==> src/rtl/seg_scan_pkg.sv <==
// Shared types and constants for the 7-segment scan scheduler.
package seg_scan_pkg;

    typedef enum logic {
        BLANK = 1'b0,
        DRIVE = 1'b1
    } scan_state_e;

    localparam logic [6:0] SEG_OFF = 7'b1111111;

    // Active-low {g,f,e,d,c,b,a} patterns; entry N is hex digit N.
    localparam logic [15:0][6:0] HEX_SEG = {
        7'b0001110,  // F
        7'b0000110,  // E
        7'b0100001,  // d
        7'b1000110,  // C
        7'b0000011,  // b
        7'b0001000,  // A
        7'b0010000,  // 9
        7'b0000000,  // 8
        7'b1111000,  // 7
        7'b0000010,  // 6
        7'b0010010,  // 5
        7'b0011001,  // 4
        7'b0110000,  // 3
        7'b0100100,  // 2
        7'b1111001,  // 1
        7'b1000000   // 0
    };

endpackage

==> src/rtl/hex_to_7seg.sv <==
// Combinational hex nibble to active-low 7-segment decoder.
module hex_to_7seg
    import seg_scan_pkg::*;
(
    input  logic [3:0] hex,
    output logic [6:0] seg_c
);

    assign seg_c = HEX_SEG[hex];

endmodule

==> src/rtl/seg_scan_scheduler.sv <==
// Double-buffered multiplexed scan controller for a common-anode 7-segment display.
// Optional SEG_SCAN_LEADING_ZERO_BLANK_EN blanks leading zero digits at frame commit.
module seg_scan_scheduler
    import seg_scan_pkg::*;
#(
    parameter int unsigned NUM_DIGITS   = 8,
    parameter int unsigned DWELL_CYCLES = 100000,
    parameter int unsigned BLANK_CYCLES = 1000
) (
    input  logic                    clk,
    input  logic                    reset,
    input  logic                    load_valid,
    output logic                    load_ready,
    input  logic [4*NUM_DIGITS-1:0] load_data,
    input  logic [NUM_DIGITS-1:0]   load_en,
    output logic [6:0]              seg,
    output logic [NUM_DIGITS-1:0]   an,
    output logic                    frame_start
);

    localparam int unsigned IDX_W   = (NUM_DIGITS > 1) ? $clog2(NUM_DIGITS) : 1;
    localparam int unsigned CNT_MAX = (DWELL_CYCLES > BLANK_CYCLES) ? DWELL_CYCLES : BLANK_CYCLES;
    localparam int unsigned CNT_W   = $clog2(CNT_MAX + 1);
    localparam int unsigned DATA_W  = 4 * NUM_DIGITS;

    localparam logic [NUM_DIGITS-1:0] AN_OFF     = '1;
    localparam logic [IDX_W-1:0]      IDX_LAST   = IDX_W'(NUM_DIGITS - 1);
    localparam logic [CNT_W-1:0]      BLANK_LAST = CNT_W'(BLANK_CYCLES - 1);
    localparam logic [CNT_W-1:0]      DWELL_LAST = CNT_W'(DWELL_CYCLES - 1);

    scan_state_e             state;
    logic [IDX_W-1:0]        idx;
    logic [CNT_W-1:0]        cnt;
    logic [DATA_W-1:0]       shadow_data;
    logic [NUM_DIGITS-1:0]   shadow_en;
    logic [DATA_W-1:0]       active_data;
    logic [NUM_DIGITS-1:0]   active_en;

    logic [3:0]              cur_nib_c;
    logic [6:0]              drive_seg_c;
    logic [NUM_DIGITS-1:0]   drive_an_c;
    logic [NUM_DIGITS-1:0]   commit_en_c;

    // Nibble and anode pattern for the digit about to be driven.
    always_comb begin
        cur_nib_c  = 4'h0;
        drive_an_c = AN_OFF;
        for (int i = 0; i < int'(NUM_DIGITS); i++) begin
            if (IDX_W'(i) == idx) begin
                cur_nib_c     = active_data[i*4 +: 4];
                drive_an_c[i] = ~active_en[i];
            end
        end
    end

    hex_to_7seg u_dec (
        .hex   (cur_nib_c),
        .seg_c (drive_seg_c)
    );

`ifdef SEG_SCAN_LEADING_ZERO_BLANK_EN
    logic lz_scan_c;

    // Walk down from the top, darkening enabled zeros until the first nonzero digit.
    always_comb begin
        commit_en_c = shadow_en;
        lz_scan_c   = 1'b1;
        for (int i = int'(NUM_DIGITS) - 1; i > 0; i--) begin
            if (lz_scan_c && shadow_en[i]) begin
                if (shadow_data[i*4 +: 4] == 4'h0) begin
                    commit_en_c[i] = 1'b0;
                end else begin
                    lz_scan_c = 1'b0;
                end
            end
        end
    end
`else
    always_comb begin
        commit_en_c = shadow_en;
    end
`endif

    // Scan FSM, double buffer and registered pin drivers.
    always_ff @(posedge clk) begin
        if (reset) begin
            state       <= BLANK;
            idx         <= '0;
            cnt         <= '0;
            shadow_data <= '0;
            shadow_en   <= '0;
            active_data <= '0;
            active_en   <= '0;
            load_ready  <= 1'b1;
            seg         <= SEG_OFF;
            an          <= AN_OFF;
            frame_start <= 1'b0;
        end else begin
            frame_start <= 1'b0;

            if (load_valid && load_ready) begin
                shadow_data <= load_data;
                shadow_en   <= load_en;
                load_ready  <= 1'b0;
            end

            case (state)
                BLANK: begin
                    if (cnt == BLANK_LAST) begin
                        state <= DRIVE;
                        cnt   <= '0;
                        seg   <= drive_seg_c;
                        an    <= drive_an_c;
                    end else begin
                        cnt <= cnt + CNT_W'(1);
                    end
                end
                DRIVE: begin
                    if (cnt == DWELL_LAST) begin
                        state <= BLANK;
                        cnt   <= '0;
                        seg   <= SEG_OFF;
                        an    <= AN_OFF;
                        if (idx == IDX_LAST) begin
                            idx         <= '0;
                            frame_start <= 1'b1;
                            // Frame boundary: ready is low here, so no transfer races the commit.
                            if (!load_ready) begin
                                active_data <= shadow_data;
                                active_en   <= commit_en_c;
                                load_ready  <= 1'b1;
                            end
                        end else begin
                            idx <= idx + IDX_W'(1);
                        end
                    end else begin
                        cnt <= cnt + CNT_W'(1);
                    end
                end
                default: begin
                    state <= BLANK;
                    cnt   <= '0;
                end
            endcase
        end
    end

endmodule

==> config.mk <==
export PLATFORM = sky130hd
export DESIGN_NAME = seg_scan_scheduler
export DESIGN_NICKNAME = d
export VERILOG_FILES = /design/src/rtl/seg_scan_pkg.sv /design/src/rtl/hex_to_7seg.sv /design/src/rtl/seg_scan_scheduler.sv
export SDC_FILE = /design/constraint.sdc
export NUM_CORES = 1
export LEC_CHECK = 0
export CAP_MARGIN = 15
export CORE_MARGIN = 4
export CORE_UTILIZATION = 60
export CTS_BUF_LIST = sky130_fd_sc_hd__clkbuf_8
export CTS_CLUSTER_DIAMETER = 60
export DETAILED_ROUTE_END_ITERATION = 6
export DONT_BUFFER_PORTS = 1
export PLACE_DENSITY_LB_ADDON = 0.2
export REMOVE_ABC_BUFFERS = 1
export SYNTH_ARGS = -nofsm -noshare
export SYNTH_HDL_FRONTEND = slang
export SYNTH_SLANG_ARGS = --single-unit
==> constraint.sdc <==
create_clock -name clk -period 8.9 [get_ports clk]
set_clock_uncertainty 0.2 [all_clocks]
set_input_delay 0.89 -clock clk [delete_from_list [all_inputs] [get_ports clk]]
set_output_delay 0.89 -clock clk [all_outputs]
set_load 0.005 [all_outputs]
==> impl_metrics.yaml, run 1 <==
die:
  pin_count: 60
  core_area_sq_mm: 0.007848
  num_rows: 32
  dieArea_sq_mm: 0.009712
  initial_utilization: 0.6269
  die_w_um: 98.55
  die_h_um: 98.55
cells_and_area:
  num_antenna_cells: 0
  drive_above_1_share: 0.07246
  nNetsFinal: 664
  area_delta_synth_final_pct: 8.342
sta:
  fin_tns_setup_ns: 0
  period_share: 0.4263
  fmax_mhz: 263.6
  post-route-min-period_ns: 3.794
  finalSetupViolCount: 0
  slew_headroom: 0.3369
  hold_violations: 0
  maxSlewViolCount: 0
  rsz0062_at_grt: "no"
  worstMarginPinSlew_ns: 0.9947
worst_hold_path:
  hold_path_class: "flip-flop to flip-flop"
synthesis:
  yosys_most_used_dff: "dfxtp_1"
  yosysWarningCount: 0
  synth_top_area_cell: "dfxtp_1"
  synth_area_leaders: "dfxtp_1, nand2_1, a21oi_1, nor2_1, ha_1"
  synthAdderAreaFrac: 0.03306
  syn_inst: 622
  yosys.area_share.simple: 0.2424
  synthMuxAreaShare: 0
  synth_most_common_cell: "nand2_1"
  synth_edf_count: 0
  synth_top_cell_area_share: 0.4802
  ys_types: 51
  synth_compound_area_frac: 0.1734
  ys_ff_latch: 118
  synth-async-reset-ratio: 0
  synthXorXnorAreaFrac: 0.02670
  syn_avg_cell_area_sq_um: 7.910
  synth_common_cells: "nand2_1, dfxtp_1, a21oi_1, nor2_1, clkbuf_1"
  synth_top_family_by_area: "simple AND/OR/NAND/NOR gates"
  ys_seq_area_frac: 0.4802
  synth_area_sq_mm: 0.004920
route:
  vias: 4049
  remaining_drc_errors: 0
  ant_nets: 0
  vias_per_cell: 5.600
  drtPass1Iterations: 4
  drt_iter0_drc: 182
  wl_per_cell_um: 14.43
  wirelength_um: 10430
clocking:
  postCtsSetupBuffers: 0
  insertion_delay_ns: 0.44
  hold_buffers: 0
  clk_pin_slew_ns: 0.07
  cts.htree.levels: 4
  cts_buffer_depth: 2
  cts_tree: "built"
  cts_sinks: 118
  cts_buffers: 17
  postCtsResizedCells: 0
  cts_root_buf: "clkbuf_8"
power_and_ir_drop:
  power.internal_mw: 0.8025
  p_per_area_mw_per_mm2: 195.9
  p_leak_nw: 1.876
  switching_share: 0.2316
  pwr-share-seq: 0.523
  p_clk_frac: 0.452
  comb_power_share: 0.025
  total_power_mw: 1.044
  p_switching_mw: 0.2419
  peakVddDrop_mv: 0.1414
setup_path:
  crit_path_end_kind: "flip-flop"
  criticalPathCategory: "flip-flop to flip-flop"
  path_cells: "inv_1, ha_1, or2_2, a221oi_1, o22ai_1, a211oi_1, a21oi_1, ha_1, nor2_1, a2111oi_4, a311oi_1"
  cp_max_fo: 18
  slowest_stage: "dfxtp_1"
  max_stage_delay_ns: 0.68
  cp_data_required_time_ns: 9.03
  crit_arrival_ns: 3.93
  crit_top_cell: "ha_1"
  start_kind: "flip-flop"
global_route:
  grt_max_degree: 90
  grt_pass1_vias: 4000
  gr-total-overflow: 0
  grt_pass1_wl_um: 17770
  grt_usage: 0.2228
  antenna_found_initial: 0
placed_design:
  gp_congestion: 0.8823
  detailed_place_hpwl_um: 6803
  portBuffers: 0
job:
  maxCapViolCount: 0
outcome:
  status: "finished clean"
worst paths after layout:
path	slack, ns	end	start	cells past startpoint
setup / recovery	5.11	seg[3]$_SDFFE_PP1P_	idx[2]$_SDFFE_PP0P_	11
hold / removal	0.23	an[0]$_SDFFE_PP1P_	active_en[0]$_SDFFE_PP0P_	1
setup reg to reg	5.11	seg[3]$_SDFFE_PP1P_	idx[2]$_SDFFE_PP0P_	11
hold reg to reg	0.23	an[0]$_SDFFE_PP1P_	active_en[0]$_SDFFE_PP0P_	1
per-stage QoR:
| step | setup slack, ns | hold slack, ns | instance area, sq um | utilization | std cells |
|---|---|---|---|---|---|
| floorplan | 5.034 | 0.2147 | 4758 | - | 583 |
| global placement | 5.478 | 0.2248 | 4921 | 0.6271 | 689 |
| detailed placement | 5.232 | 0.2248 | 4932 | 0.6285 | 690 |
| CTS | 5.218 | 0.2348 | 5315 | 0.6773 | 722 |
| global route | 4.836 | 0.2574 | 5330 | 0.6792 | 723 |
| finish | 5.106 | 0.2333 | 5330 | 0.6792 | 723 |
state kept, by name, indices dropped and copies added (netlist names):
signal	count
an	8
state	1
idx	3
load_ready	1
cnt	17
frame_start	1
commit_en_c	8
shadow_data	32
seg	7
active_en	8
active_data	32
placed cells by master, fill, tap and decap left out, drive strengths merged, types with 3 or more instances in the layout:
cell type and count:
a211oi 8, a21oi 97, a221oi 5, a31oi 6, a41oi 3, and2 5, and3 3, buf 6
clkbuf 18, clkinv 8, dfxtp 118, ha 13, inv 17, nand2 182, nand2b 4, nand3 7
nand3b 7, nand4 4, nor2 48, nor3 3, o21a 3, o21ai 7, or3 3, or4 3
xnor2 5, xor2 10
worst max-delay path, delay by kind of cell (launching register included):
kind	cells	cell delay, ns
flops	1	0.68
simple gates	2	0.56
compound gates	6	1.39
buf+inv	1	0.19
fa+ha+maj	2	0.68
layer usage:
metal	vias up	routed length (um)	GRT usage
li1	2055	-	-
met1	1884	4667	0.2678
met2	93	5102	0.3697
met3	17	516	0.07006
met4	0	146	0.09244
met5	-	0	0
cell families after synthesis:
family,Yosys count
buffers and inverters,54
AO/OA/AOI/OAI,143
AND/OR/NAND/NOR,279
adder cells (fa/ha/maj),13
flip-flops,118
XOR/XNOR,15
power by group through the flow:
stage | Combinational, mW | Clock [mW] | Sequential, mW
after CTS | 0.0262 | 0.479 | 0.547
after global placement | 0.0251 | 0 | 0.558
after floorplan | 0.0203 | 0 | 0.557
after detailed placement | 0.0262 | 0 | 0.558
after global routing | 0.0312 | 0.505 | 0.548
final | 0.0263 | 0.472 | 0.546
area by class of cell:
| cell class | count | area, sq um |
|---|---|---|
| clock buffer | 18 | 247.7 |
| clock inverter | 14 | 135.1 |
| fill | 701 | 2517 |
| inverter | 15 | 56.30 |
| multi-input combinational | 450 | 2345 |
| sequential | 118 | 2362 |
| tap | 102 | 127.6 |
| timing repair buffer | 6 | 56.30 |
(Power assumes the default switching activity.)
==> run 2: changes to the inputs <==
--- a/config.mk
+++ b/config.mk
@@ -7,7 +7,7 @@
 export LEC_CHECK = 0
 export CAP_MARGIN = 15
 export CORE_MARGIN = 4
-export CORE_UTILIZATION = 60
+export CORE_UTILIZATION = 59
 export CTS_BUF_LIST = sky130_fd_sc_hd__clkbuf_8
 export CTS_CLUSTER_DIAMETER = 60
 export DETAILED_ROUTE_END_ITERATION = 6
==> constraint.sdc (replaced) <==
create_clock -name clk -period 3.15 [get_ports clk]
set_clock_uncertainty 0.2 [all_clocks]
set_input_delay 0.315 -clock clk [delete_from_list [all_inputs] [get_ports clk]]
set_output_delay 0.315 -clock clk [all_outputs]
set_load 0.005 [all_outputs]
==> run 2 against run 1 <==
Net effect: critical path depth is the same; worst hold slack got worse by 0.21 ns; clock power grew to 3.4 times the previous value; sequential share of layout area shrank 4.7 points; register-to-register slack got worse by 4.9 ns; sequential cell count stayed put; first-iteration DRC count up 12%; non-clock buffer count is 51 higher; maximum frequency is 30% higher; total power grew to 3.1 times the previous value; worst setup slack lost 4.9 ns.
==> impl_metrics.yaml, run 2 (same netlist as run 1, synthesis figures left out) <==
cells_and_area:
  final_common_cell: "nand2_1"
  num_antenna_cells: 0
  design_area_sq_mm: 0.005966
  area_delta_synth_final_pct: 21.26
  nFillCells: 642
  drive_above_1_share: 0.09226
  utilization: 0.7297
  multiInputGateArea_sq_mm: 0.002371
  layout.area.seq_sq_mm: 0.002362
  largest_registers: "active_data: 32 flops, shadow_data: 32 flops, cnt: 17 flops"
  fin_cells: 777
  nNetsFinal: 715
  layout_common_cells: "nand2_1, dfxtp_1, a21oi_1, nor2_1, dlygate4sd3_1"
route:
  drtPass1Iterations: 5
  remaining_drc_errors: 0
  ant_nets: 0
  wirelength_um: 11030
  drt_iter0_drc: 204
  vias: 4322
  vias_per_cell: 5.562
  wl_per_cell_um: 14.20
sta:
  period_share: 0.9297
  fin_ws_ns: 0.2214
  rsz0062_at_grt: "no"
  hold_violations: 0
  finalSetupViolCount: 0
  fin_tns_setup_ns: 0
  slew_headroom: 0.6018
  fmax_mhz: 341.5
  maxSlewViolCount: 0
  whs_ns: 0.01868
  post-route-min-period_ns: 2.929
  worstMarginPinSlew_ns: 0.5973
outcome:
  status: "finished clean"
global_route:
  antenna_found_initial: 0
  grt_pass1_vias: 4215
  grt_pass1_wl_um: 19110
  gr-total-overflow: 0
  grt_usage: 0.2379
  grt_max_degree: 87
clocking:
  cts_root_buf: "clkbuf_8"
  cts.htree.levels: 4
  insertion_delay_ns: 0.43
  postCtsSetupBuffers: 0
  cts_buffer_depth: 2
  cts_sinks: 118
  cts_buffers: 17
  clk_pin_slew_ns: 0.07
  cts_tree: "built"
placed_design:
  dpl_worst_slack_ns: -0.02619
  place_area_sq_mm: 0.005032
  gp_congestion: 0.8825
  place_inst: 703
  detailed_place_hpwl_um: 6978
  portBuffers: 0
setup_path:
  r2r_setup_slack_ns: 0.22
  crit_path_end_kind: "flip-flop"
  setup.worst_path.start: "idx[0]$_SDFFE_PP0P_"
  reg2reg_from: "idx[0]$_SDFFE_PP0P_"
  crit_arrival_ns: 3.06
  cp_max_fo: 5
  criticalPathCategory: "flip-flop to flip-flop"
  start_kind: "flip-flop"
  cp_data_required_time_ns: 3.28
worst_hold_path:
  worstHoldStart: "reset"
  hold_path_class: "input port to flip-flop"
power_and_ir_drop:
  p_per_area_mw_per_mm2: 550.5
  peakVddDrop_mv: 0.5649
  total_power_mw: 3.284
  p_leak_nw: 2.151
die:
  die_w_um: 99.32
  core_area_sq_mm: 0.008175
  initial_utilization: 0.6018
  die_h_um: 99.32
  pin_count: 60
  num_rows: 33
  dieArea_sq_mm: 0.009863
job:
  maxCapViolCount: 0
run 2: cell types whose count changed in the layout (fill, tap and decap cells not counted), sizes merged:
| cell | delta |
|---|---|
| dlygate4sd3 | +41 |
| clkinv | -3 |
| clkinvlp | -2 |
| bufinv | +3 |
| buf | +10 |
| inv | +2 |
run 2: final cells by class:
cell class / count / share of cell area
Clock buffer: 18 / 0.04153
Clock inverter: 14 / 0.03712
Inverter: 15 / 0.009438
Multi-Input combinational cell: 450 / 0.3974
Sequential cell: 118 / 0.3960
Tap cell: 105 / 0.02202
Timing Repair Buffer: 57 / 0.09648
run 2: final timing paths:
| kind | end | depth (start not counted) |
|---|---|---|
| min | an[7]$_SDFFE_PP1P_ | 2 |
| min reg2reg | an[7]$_SDFFE_PP1P_ | 1 |
| max | seg[0]$_SDFFE_PP1P_ | 11 |
| max reg2reg | seg[0]$_SDFFE_PP1P_ | 11 |
run 2: what timing repair did:
item                                    in CTS  in global routing
endpoints found under the setup margin       1                  3
hold buffers                                42                  0
hold endpoints to repair                    86                  0
resized for setup                            1                  5
pin swaps                                    0                  2
run 2: routing by layer:
| layer | global-route usage | part of all wire |
|---|---|---|
| met1 | 0.2931 | 0.44 |
| met2 | 0.4091 | 0.50 |
| met3 | 0.05470 | 0.048 |
| met4 | 0.08298 | 0.016 |
| met5 | 0 | 0 |
run 2: critical path, cell delays in order (launching register included):
cell	delay [ns]
dfxtp_1	0.35
ha_1	0.23
ha_1	0.19
or2_2	0.32
a221oi_2	0.21
o211ai_1	0.19
and2_1	0.24
inv_1	0.10
ha_2	0.25
nand2b_1	0.10
and3_1	0.17
a221oi_1	0.28
run 2: report_power, final:
part           internal, mW  total, mW  switching (mW)
logic                0.0657      0.139          0.0730
clock network         0.974       1.60           0.628
registers              1.52       1.54          0.0191
total                  2.56       3.28           0.720
